File: src/rtl/afe_sample_tx.sv
`default_nettype none
// ============================================================================
// Module   : afe_sample_tx
// Purpose  : Transmit side of the AFE sample word interface. Samples arrive on
//            a valid/ready handshake and are packed into 32-bit words. Each
//            word carries its channel ID. Every word is driven as a
//            level-held valid pulse followed by a guaranteed low gap, so that
//            slow-domain 3-flop synchronizers with rising-edge detectors see
//            each word exactly once.
// Ports    : clk_i, rst_i          clock, synchronous active-high reset
//            cfg_sel_i/cfg_wr_i    register access select / write strobe
//            cfg_addr_i            register address ([2:0] decoded)
//            cfg_wdata_i           write data
//            cfg_rdata_o           combinational read data (0 when idle)
//            sample_valid_i        sample offered
//            sample_ready_o        sample accepted when valid & ready
//            sample_ch_i           sample channel
//            sample_data_i         signed sample
//            afe_data_vld_o        word valid level
//            afe_data_o            packed word
// Options  : AFE_TX_SEQ_EN - adds a 4-bit per-word sequence number at word
//            bits [CH_ID_LSB-1:CH_ID_LSB-4], readable at SENT_CNT[19:16].
// Revision : 1.0 - initial release
// ============================================================================
module afe_sample_tx #(
  parameter int W_CFG_ADDR  = 10,
  parameter int W_AFE_DATA  = 16,
  parameter int NUM_CH      = 8,
  parameter int CH_ID_LSB   = 28,
  parameter int CH_ID_WIDTH = 4
) (
  input  logic                   clk_i,
  input  logic                   rst_i,
  input  logic                   cfg_sel_i,
  input  logic                   cfg_wr_i,
  input  logic [W_CFG_ADDR-1:0]  cfg_addr_i,
  input  logic [31:0]            cfg_wdata_i,
  output logic [31:0]            cfg_rdata_o,
  input  logic                   sample_valid_i,
  output logic                   sample_ready_o,
  input  logic [CH_ID_WIDTH-1:0] sample_ch_i,
  input  logic [W_AFE_DATA-1:0]  sample_data_i,
  output logic                   afe_data_vld_o,
  output logic [31:0]            afe_data_o
);

  // --------------------------------------------------------------------------
  // Constants
  // --------------------------------------------------------------------------
  typedef enum logic [1:0] {
    ST_IDLE = 2'd0,
    ST_HOLD = 2'd1,
    ST_GAP  = 2'd2
  } state_t;

  localparam logic [2:0] C_ADDR_CTRL     = 3'd0;
  localparam logic [2:0] C_ADDR_TIMING   = 3'd1;
  localparam logic [2:0] C_ADDR_CH_MASK  = 3'd2;
  localparam logic [2:0] C_ADDR_STATUS   = 3'd3;
  localparam logic [2:0] C_ADDR_DROP_CNT = 3'd4;
  localparam logic [2:0] C_ADDR_SENT_CNT = 3'd5;

  // Shortest hold/gap the downstream 3-flop synchronizer can resolve.
  localparam logic [7:0] C_MIN_CYC = 8'd3;

  // One extra bit so NUM_CH == 2**CH_ID_WIDTH still fits.
  localparam logic [CH_ID_WIDTH:0] C_NUM_CH = (CH_ID_WIDTH+1)'(NUM_CH);

  // --------------------------------------------------------------------------
  // State and registers
  // --------------------------------------------------------------------------
  state_t            r_state;
  logic [7:0]        r_cnt;
  logic              r_en;
  logic [7:0]        r_hold_cyc;
  logic [7:0]        r_gap_cyc;
  logic [NUM_CH-1:0] r_mask;
  logic [7:0]        r_drop_cnt;
  logic [15:0]       r_sent_cnt;
  logic              r_vld;
  logic [31:0]       r_data;
`ifdef AFE_TX_SEQ_EN
  logic [3:0]        r_seq;
`endif

  // --------------------------------------------------------------------------
  // Combinational decode
  // --------------------------------------------------------------------------
  logic              w_cfg_wr;
  logic              w_cfg_rd;
  logic [2:0]        w_addr;
  logic              w_ready;
  logic              w_handshake;
  logic [NUM_CH-1:0] w_mask_shift;
  logic              w_ch_ok;
  logic              w_accept;
  logic              w_drop;
  logic              w_drop_rd;
  logic [7:0]        w_hold_load;
  logic [7:0]        w_gap_load;
  logic [31:0]       w_word;
  logic [31:0]       w_rdata;
  logic              w_unused;

  assign w_cfg_wr = cfg_sel_i & cfg_wr_i;
  assign w_cfg_rd = cfg_sel_i & ~cfg_wr_i;
  assign w_addr   = cfg_addr_i[2:0];

  // Ready only while idle; disabling en mid-word never aborts the word.
  assign w_ready     = (r_state == ST_IDLE) & r_en;
  assign w_handshake = sample_valid_i & w_ready;

  // Shift instead of a bit-select so an out-of-range channel never indexes
  // past the mask; the range compare then qualifies the result.
  assign w_mask_shift = r_mask >> sample_ch_i;
  assign w_ch_ok      = ({1'b0, sample_ch_i} < C_NUM_CH) & w_mask_shift[0];
  assign w_accept     = w_handshake & w_ch_ok;
  assign w_drop       = w_handshake & ~w_ch_ok;
  assign w_drop_rd    = w_cfg_rd & (w_addr == C_ADDR_DROP_CNT);

  // Counters are loaded with (effective length - 1) and run down to 0.
  assign w_hold_load = ((r_hold_cyc < C_MIN_CYC) ? C_MIN_CYC : r_hold_cyc) - 8'd1;
  assign w_gap_load  = ((r_gap_cyc  < C_MIN_CYC) ? C_MIN_CYC : r_gap_cyc)  - 8'd1;

  // Upper address bits, unused write-data bits and upper mask-shift bits are
  // intentionally ignored.
  assign w_unused = ^{cfg_addr_i, cfg_wdata_i, w_mask_shift};

  always_comb begin
    w_word = '0;
    w_word[CH_ID_LSB +: CH_ID_WIDTH] = sample_ch_i;
    w_word[W_AFE_DATA-1:0]           = sample_data_i;
`ifdef AFE_TX_SEQ_EN
    w_word[CH_ID_LSB-4 +: 4]         = r_seq;
`endif
  end

  always_comb begin
    w_rdata = '0;
    if (w_cfg_rd) begin
      case (w_addr)
        C_ADDR_CTRL: w_rdata[0] = r_en;
        C_ADDR_TIMING: begin
          w_rdata[7:0]   = r_hold_cyc;
          w_rdata[23:16] = r_gap_cyc;
        end
        C_ADDR_CH_MASK:  w_rdata[NUM_CH-1:0] = r_mask;
        C_ADDR_STATUS:   w_rdata[0]          = (r_state != ST_IDLE);
        C_ADDR_DROP_CNT: w_rdata[7:0]        = r_drop_cnt;
        C_ADDR_SENT_CNT: begin
          w_rdata[15:0] = r_sent_cnt;
`ifdef AFE_TX_SEQ_EN
          w_rdata[19:16] = r_seq;
`endif
        end
        default: w_rdata = '0;
      endcase
    end
  end

  assign cfg_rdata_o    = w_rdata;
  assign sample_ready_o = w_ready;
  assign afe_data_vld_o = r_vld;
  assign afe_data_o     = r_data;

  // --------------------------------------------------------------------------
  // Registers, counters and word FSM
  // --------------------------------------------------------------------------
  always_ff @(posedge clk_i) begin
    if (rst_i) begin
      r_state    <= ST_IDLE;
      r_cnt      <= 8'd0;
      r_en       <= 1'b0;
      r_hold_cyc <= 8'd4;
      r_gap_cyc  <= 8'd4;
      r_mask     <= '0;
      r_drop_cnt <= 8'd0;
      r_sent_cnt <= 16'd0;
      r_vld      <= 1'b0;
      r_data     <= 32'd0;
`ifdef AFE_TX_SEQ_EN
      r_seq      <= 4'd0;
`endif
    end else begin
      // Register writes; RO and unmapped addresses fall through.
      if (w_cfg_wr) begin
        case (w_addr)
          C_ADDR_CTRL: r_en <= cfg_wdata_i[0];
          C_ADDR_TIMING: begin
            r_hold_cyc <= cfg_wdata_i[7:0];
            r_gap_cyc  <= cfg_wdata_i[23:16];
          end
          C_ADDR_CH_MASK: r_mask <= cfg_wdata_i[NUM_CH-1:0];
          default: ;
        endcase
      end

      // Drop counter: a drop coincident with a read leaves 1, so the drop
      // that arrived during the read is never lost.
      if (w_drop) begin
        if (w_drop_rd) begin
          r_drop_cnt <= 8'd1;
        end else if (r_drop_cnt != 8'hFF) begin
          r_drop_cnt <= r_drop_cnt + 8'd1;
        end
      end else if (w_drop_rd) begin
        r_drop_cnt <= 8'd0;
      end

      case (r_state)
        ST_IDLE: begin
          if (w_accept) begin
            r_data     <= w_word;
            r_vld      <= 1'b1;
            r_cnt      <= w_hold_load;
            r_state    <= ST_HOLD;
            r_sent_cnt <= r_sent_cnt + 16'd1;
`ifdef AFE_TX_SEQ_EN
            r_seq      <= r_seq + 4'd1;
`endif
          end
        end
        ST_HOLD: begin
          if (r_cnt == 8'd0) begin
            r_vld   <= 1'b0;
            r_cnt   <= w_gap_load;
            r_state <= ST_GAP;
          end else begin
            r_cnt <= r_cnt - 8'd1;
          end
        end
        ST_GAP: begin
          if (r_cnt == 8'd0) begin
            r_state <= ST_IDLE;
          end else begin
            r_cnt <= r_cnt - 8'd1;
          end
        end
        default: begin
          r_state <= ST_IDLE;
          r_vld   <= 1'b0;
        end
      endcase
    end
  end

endmodule
`default_nettype wire

File: config.mk
export PLATFORM = sky130hd
export DESIGN_NAME = afe_sample_tx
export DESIGN_NICKNAME = d
export VERILOG_FILES = /design/src/rtl/afe_sample_tx.sv
export SDC_FILE = /design/constraint.sdc
export NUM_CORES = 1
export LEC_CHECK = 0
export ABC_AREA = 1
export BUFFER_PORTS_ARGS = -buffer_cell sky130_fd_sc_hd__buf_2
export CAP_MARGIN = 20
export CORE_MARGIN = 8
export CORE_UTILIZATION = 48
export DETAILED_ROUTE_END_ITERATION = 10
export PLACE_DENSITY_LB_ADDON = 0.25
export SETUP_SLACK_MARGIN = 0.05
export SLEW_MARGIN = 25
export SYNTH_ARGS = -nofsm -noshare
export SYNTH_HDL_FRONTEND = slang
export SYNTH_SLANG_ARGS = --single-unit
File: constraint.sdc
create_clock -name clk_i -period 1.7 [get_ports clk_i]
set_clock_uncertainty 0.15 [all_clocks]
set_input_delay 0.17 -clock clk_i [delete_from_list [all_inputs] [get_ports clk_i]]
set_output_delay 0.17 -clock clk_i [all_outputs]
set_load 0.02 [all_outputs]
==> metrics.md <==
| Metric | Value |
|---|---|
| Post-Synth Adder-Cell Area | `2.140%` |
| Drt pass-1 iters | `5` |
| Power Dens Cells | `755.6 nW/µm²` |
| Hold_sp | `rst_i` |
| Starting density of the core | `between 40% and 50%` |
| Critical-path top delay cell | `dfxtp_2` |
| CTS max path bufs | `2` |
| Core Footprint | `slightly below 10000 µm²` |
| Final nets | `approximately 990` |
| Req. time, crit path | `1850 ps` |
| Mean Syn Cell Area | `between 6 and 7 µm²` |
| Final min period | `between 1500 and 2000 ps` |
| Hold path endpoint | `r_drop_cnt[2]$_SDFFE_PP0P_` |
| DRT iter0 DRCs | `402` |
| Mux cell area share after synthesis | `0%` |
| CTS tree | `yes` |
| Post-route cell area | `about 7300 µm²` |
| Register area share after synthesis | `between 30 and 40%` |
| Die Span X | `114.7 µm` |
| Post-synth ARST share | `0%` |
| First-pass GRT wire length | `25740 µm` |
| Most frequent cells in the layout | `nor2_1 (102), nand2_1 (89), buf_2 (76)` |
| Final TNS setup | `-3379 ps` |
| Post-DP Area | `between 5000 and 6000 µm²` |
| Gr usage total | `24.04%` |
| Post-synthesis xor/xnor area fraction | `2.995%` |
| Met2 global-route usage | `43.67%` |
| Fmax | `around 540 MHz` |
| Crit Path Category | `flip-flop to flip-flop` |
| Fillers | `704` |
| IO Count | `approximately 130` |
| Cell Chain, Critical Path | `inv_2, ha_4, buf_6, nand2_2, inv_2, nand2_2, clkinv_4, nand4_4, buf_12, a21boi_4, o21ai_1, nor2_1` |
| Critical path arrival | `2000 ps` |
| Post-Place Cells | `roughly 960` |
| Min-Delay Path Class | `input port to flip-flop` |
| Post-synth EDFFs | `0` |
| Main combinational cell family by area after synthesis | `simple AND/OR/NAND/NOR gates` |
| Synth Area in Simple Gates | `30.84%` |
| Outcome | `complete, but fails checks` |
| Die area | `13160 µm²` |
| Reg2reg start | `r_state[1]$_SDFFE_PP0P_` |
| Number of max-cap violations | `0` |
| Netlist cell types | `39` |
| Buf+Inv Stages, Crit Path | `5` |
| Vias in the first global route | `5547` |
| Residual DRC | `0` |
| Final wirelength | `18070 µm` |
| Layout area overhead | `57.02%` |
| Startpoint Class | `flip-flop` |
| Largest net degree at the start of global routing | `a little under 60` |
| Antenna Nets Post-Route | `0` |
| Final Non-Filler Cells | `between 1000 and 1500` |
| Max VDD drop | `0.4669 mV` |
| Clk slew on worst S/H paths | `90 ps` |
| DP HPWL | `10630 µm` |
| Max-slew violations | `0` |
| Largest stage delay, worst path | `330 ps` |
| Initial antenna violation count | `0` |
| Synth warn | `0` |
| GR Util met1 | `26.01%` |
| Synth Cell Area | `4678 µm²` |
| Synth Area in Compound Gates | `about 17%` |
| Worst Setup End Kind | `flip-flop` |
| Worst Path Max Fanout | `5` |
| Vias per cell | `5.490` |
| Global route overflow | `0` |
| GRT busiest layer | `met2` |
| CTS Sinks | `80` |
| Port Buffers | `89` |
| Final worst setup slack | `-156.3 ps` |
| Leakage power | `3.110 nW` |
| R2R Setup Slk | `-160 ps` |
| Final hold vios | `0` |
| Final clock period utilization by the worst path | `109.2%` |
| RSZ-0062 raised after global routing | `yes` |
| # rows | `36` |
| H-tree depth | `3` |
| CTS Buf Count | `9` |
| Setup violators final | `50` |
| Total number of vias | `5764` |
| Reg2Reg Capture Point | `r_cnt[6]$_SDFFE_PP0P_` |
| Worst R2R Path Depth | `12` |
| CTS root buffer | `clkbuf_8` |
| Yosys reg bits | `80` |
| WHS Path Cells | `3` |
| Most common cell after layout, fill and taps aside | `nor2_1` |
| Worst skew pair latency | `360 ps` |
| Routability congestion estimate | `0.8896` |
| Chip Height | `approximately 110 µm` |
| Routed WL per cell | `17.20 µm` |
| Commonest register cell after synthesis | `dfxtp_1` |
| Share of cells above drive strength 1 | `a little over two fifths` |
| CP delay by family, top | `buffers and inverters` |
| Failing checks | `negative setup slack` |
| Synthesized instance count | `705` |
| M3 GR Usage | `4.325%` |
Yosys cell counts (3+ instances only):
master | count | area, µm²
nor2_1 | 118 | 442.9
nand2_1 | 112 | 420.4
dfxtp_1 | 80 | 1602
inv_1 | 73 | 274.0
o21ai_0 | 60 | 300.3
a21oi_1 | 51 | 255.2
nand3_1 | 44 | 220.2
nor3_1 | 29 | 145.1
buf_4 | 24 | 180.2
xor2_1 | 14 | 122.6
nand4_1 | 13 | 81.33
clkbuf_1 | 10 | 37.54
ha_1 | 8 | 100.1
a221oi_1 | 7 | 61.31
inv_2 | 7 | 26.28
o21ai_1 | 6 | 30.03
buf_2 | 5 | 25.02
o22ai_1 | 5 | 31.28
a31oi_1 | 4 | 25.02
nand3_2 | 3 | 30.03
nor2_2 | 3 | 18.77
nor2_4 | 3 | 33.78
o211ai_1 | 3 | 22.52
routing by layer:
layer | share of wire (%) | up-vias
met5 | 0 | -
met4 | 4.9 | 0
met3 | 6.7 | 93
met2 | 51 | 293
met1 | 37 | 2666
li1 | - | 2712
report_power, final:
part	internal (W)	total, W	switching (W)
registers	0.00194	0.00199	0.0000534
logic	0.000926	0.00207	0.00115
clock network	0.000694	0.00149	0.000791
total	0.00356	0.00555	0.00199
cell type report:
class / instances / area, µm² / share of cell area (%)
clock buffer: 9 / 123.9 / 1.686
clock inverter: 7 / 78.83 / 1.073
timing repair buffer: 218 / 1719 / 23.40
tap: 133 / 166.4 / 2.265
sequential: 80 / 1649 / 22.45
multi-input combinational: 518 / 3262 / 44.40
inverter: 83 / 336.6 / 4.582
antenna: 1 / 2.502 / 0.03407
timing repair inverter: 1 / 7.507 / 0.1022
flip-flops by register name, summed over array words and instances, names as in the netlist:
name and count:
r_hold_cyc 8, r_drop_cnt 8, r_cnt 8, r_en 1, r_state 2, r_sent_cnt 16
afe_data_o 20, r_mask 8, r_gap_cyc 8, afe_data_vld_o 1
cells by family after synthesis:
logic type,count (synthesis)
buffers and inverters,128
AO/OA/AOI/OAI,143
XOR/XNOR,16
AND/OR/NAND/NOR,329
other,1
adder cells (fa/ha/maj),8
flip-flops,80
tightest hold or removal path, cell delays in order:
cell and delay (ps):
buf_2 90, buf_4 350, a21oi_2 40
worst max-delay path by stage:
stage                                           from                          to  slack (ps)  cells after the start
final                        r_state[1]$_SDFFE_PP0P_       r_cnt[6]$_SDFFE_PP0P_        -160                     12
after global routing         r_state[1]$_SDFFE_PP0P_  r_sent_cnt[4]$_SDFFE_PP0P_        -320                     13
after CTS                    r_state[1]$_SDFFE_PP0P_              cfg_rdata_o[0]        -160                      7
after detailed placement               cfg_addr_i[1]   r_gap_cyc[3]$_SDFFE_PP0P_        -130                      9
after global placement       r_state[1]$_SDFFE_PP0P_       r_cnt[5]$_SDFFE_PP0P_         -60                     11
after floorplan           r_hold_cyc[4]$_SDFFE_PP0P_       r_cnt[6]$_SDFFE_PP0P_           2                     13
repair_timing:
item	4_1_cts	5_1_grt
gates cloned	5	1
resized for setup	162	124
hold buffers	37	0
pin swaps	37	35
endpoints found under the setup margin	55	82
buffers inserted	20	18
hold endpoints to repair	42	0
through the flow:
stage	power, W	setup slack, ps	hold WS (ps)	utilization, %
after floorplan	0.003007	1.593	150.4	-
after global placement	0.003416	-58.67	238.3	57.81
after detailed placement	0.003449	-131.3	263.0	57.81
after CTS	0.005312	-155.5	129.0	70.70
after global routing	0.005800	-324.5	170.1	76.18
final	0.005550	-156.3	176.1	76.21
(Power assumes the default switching activity.)
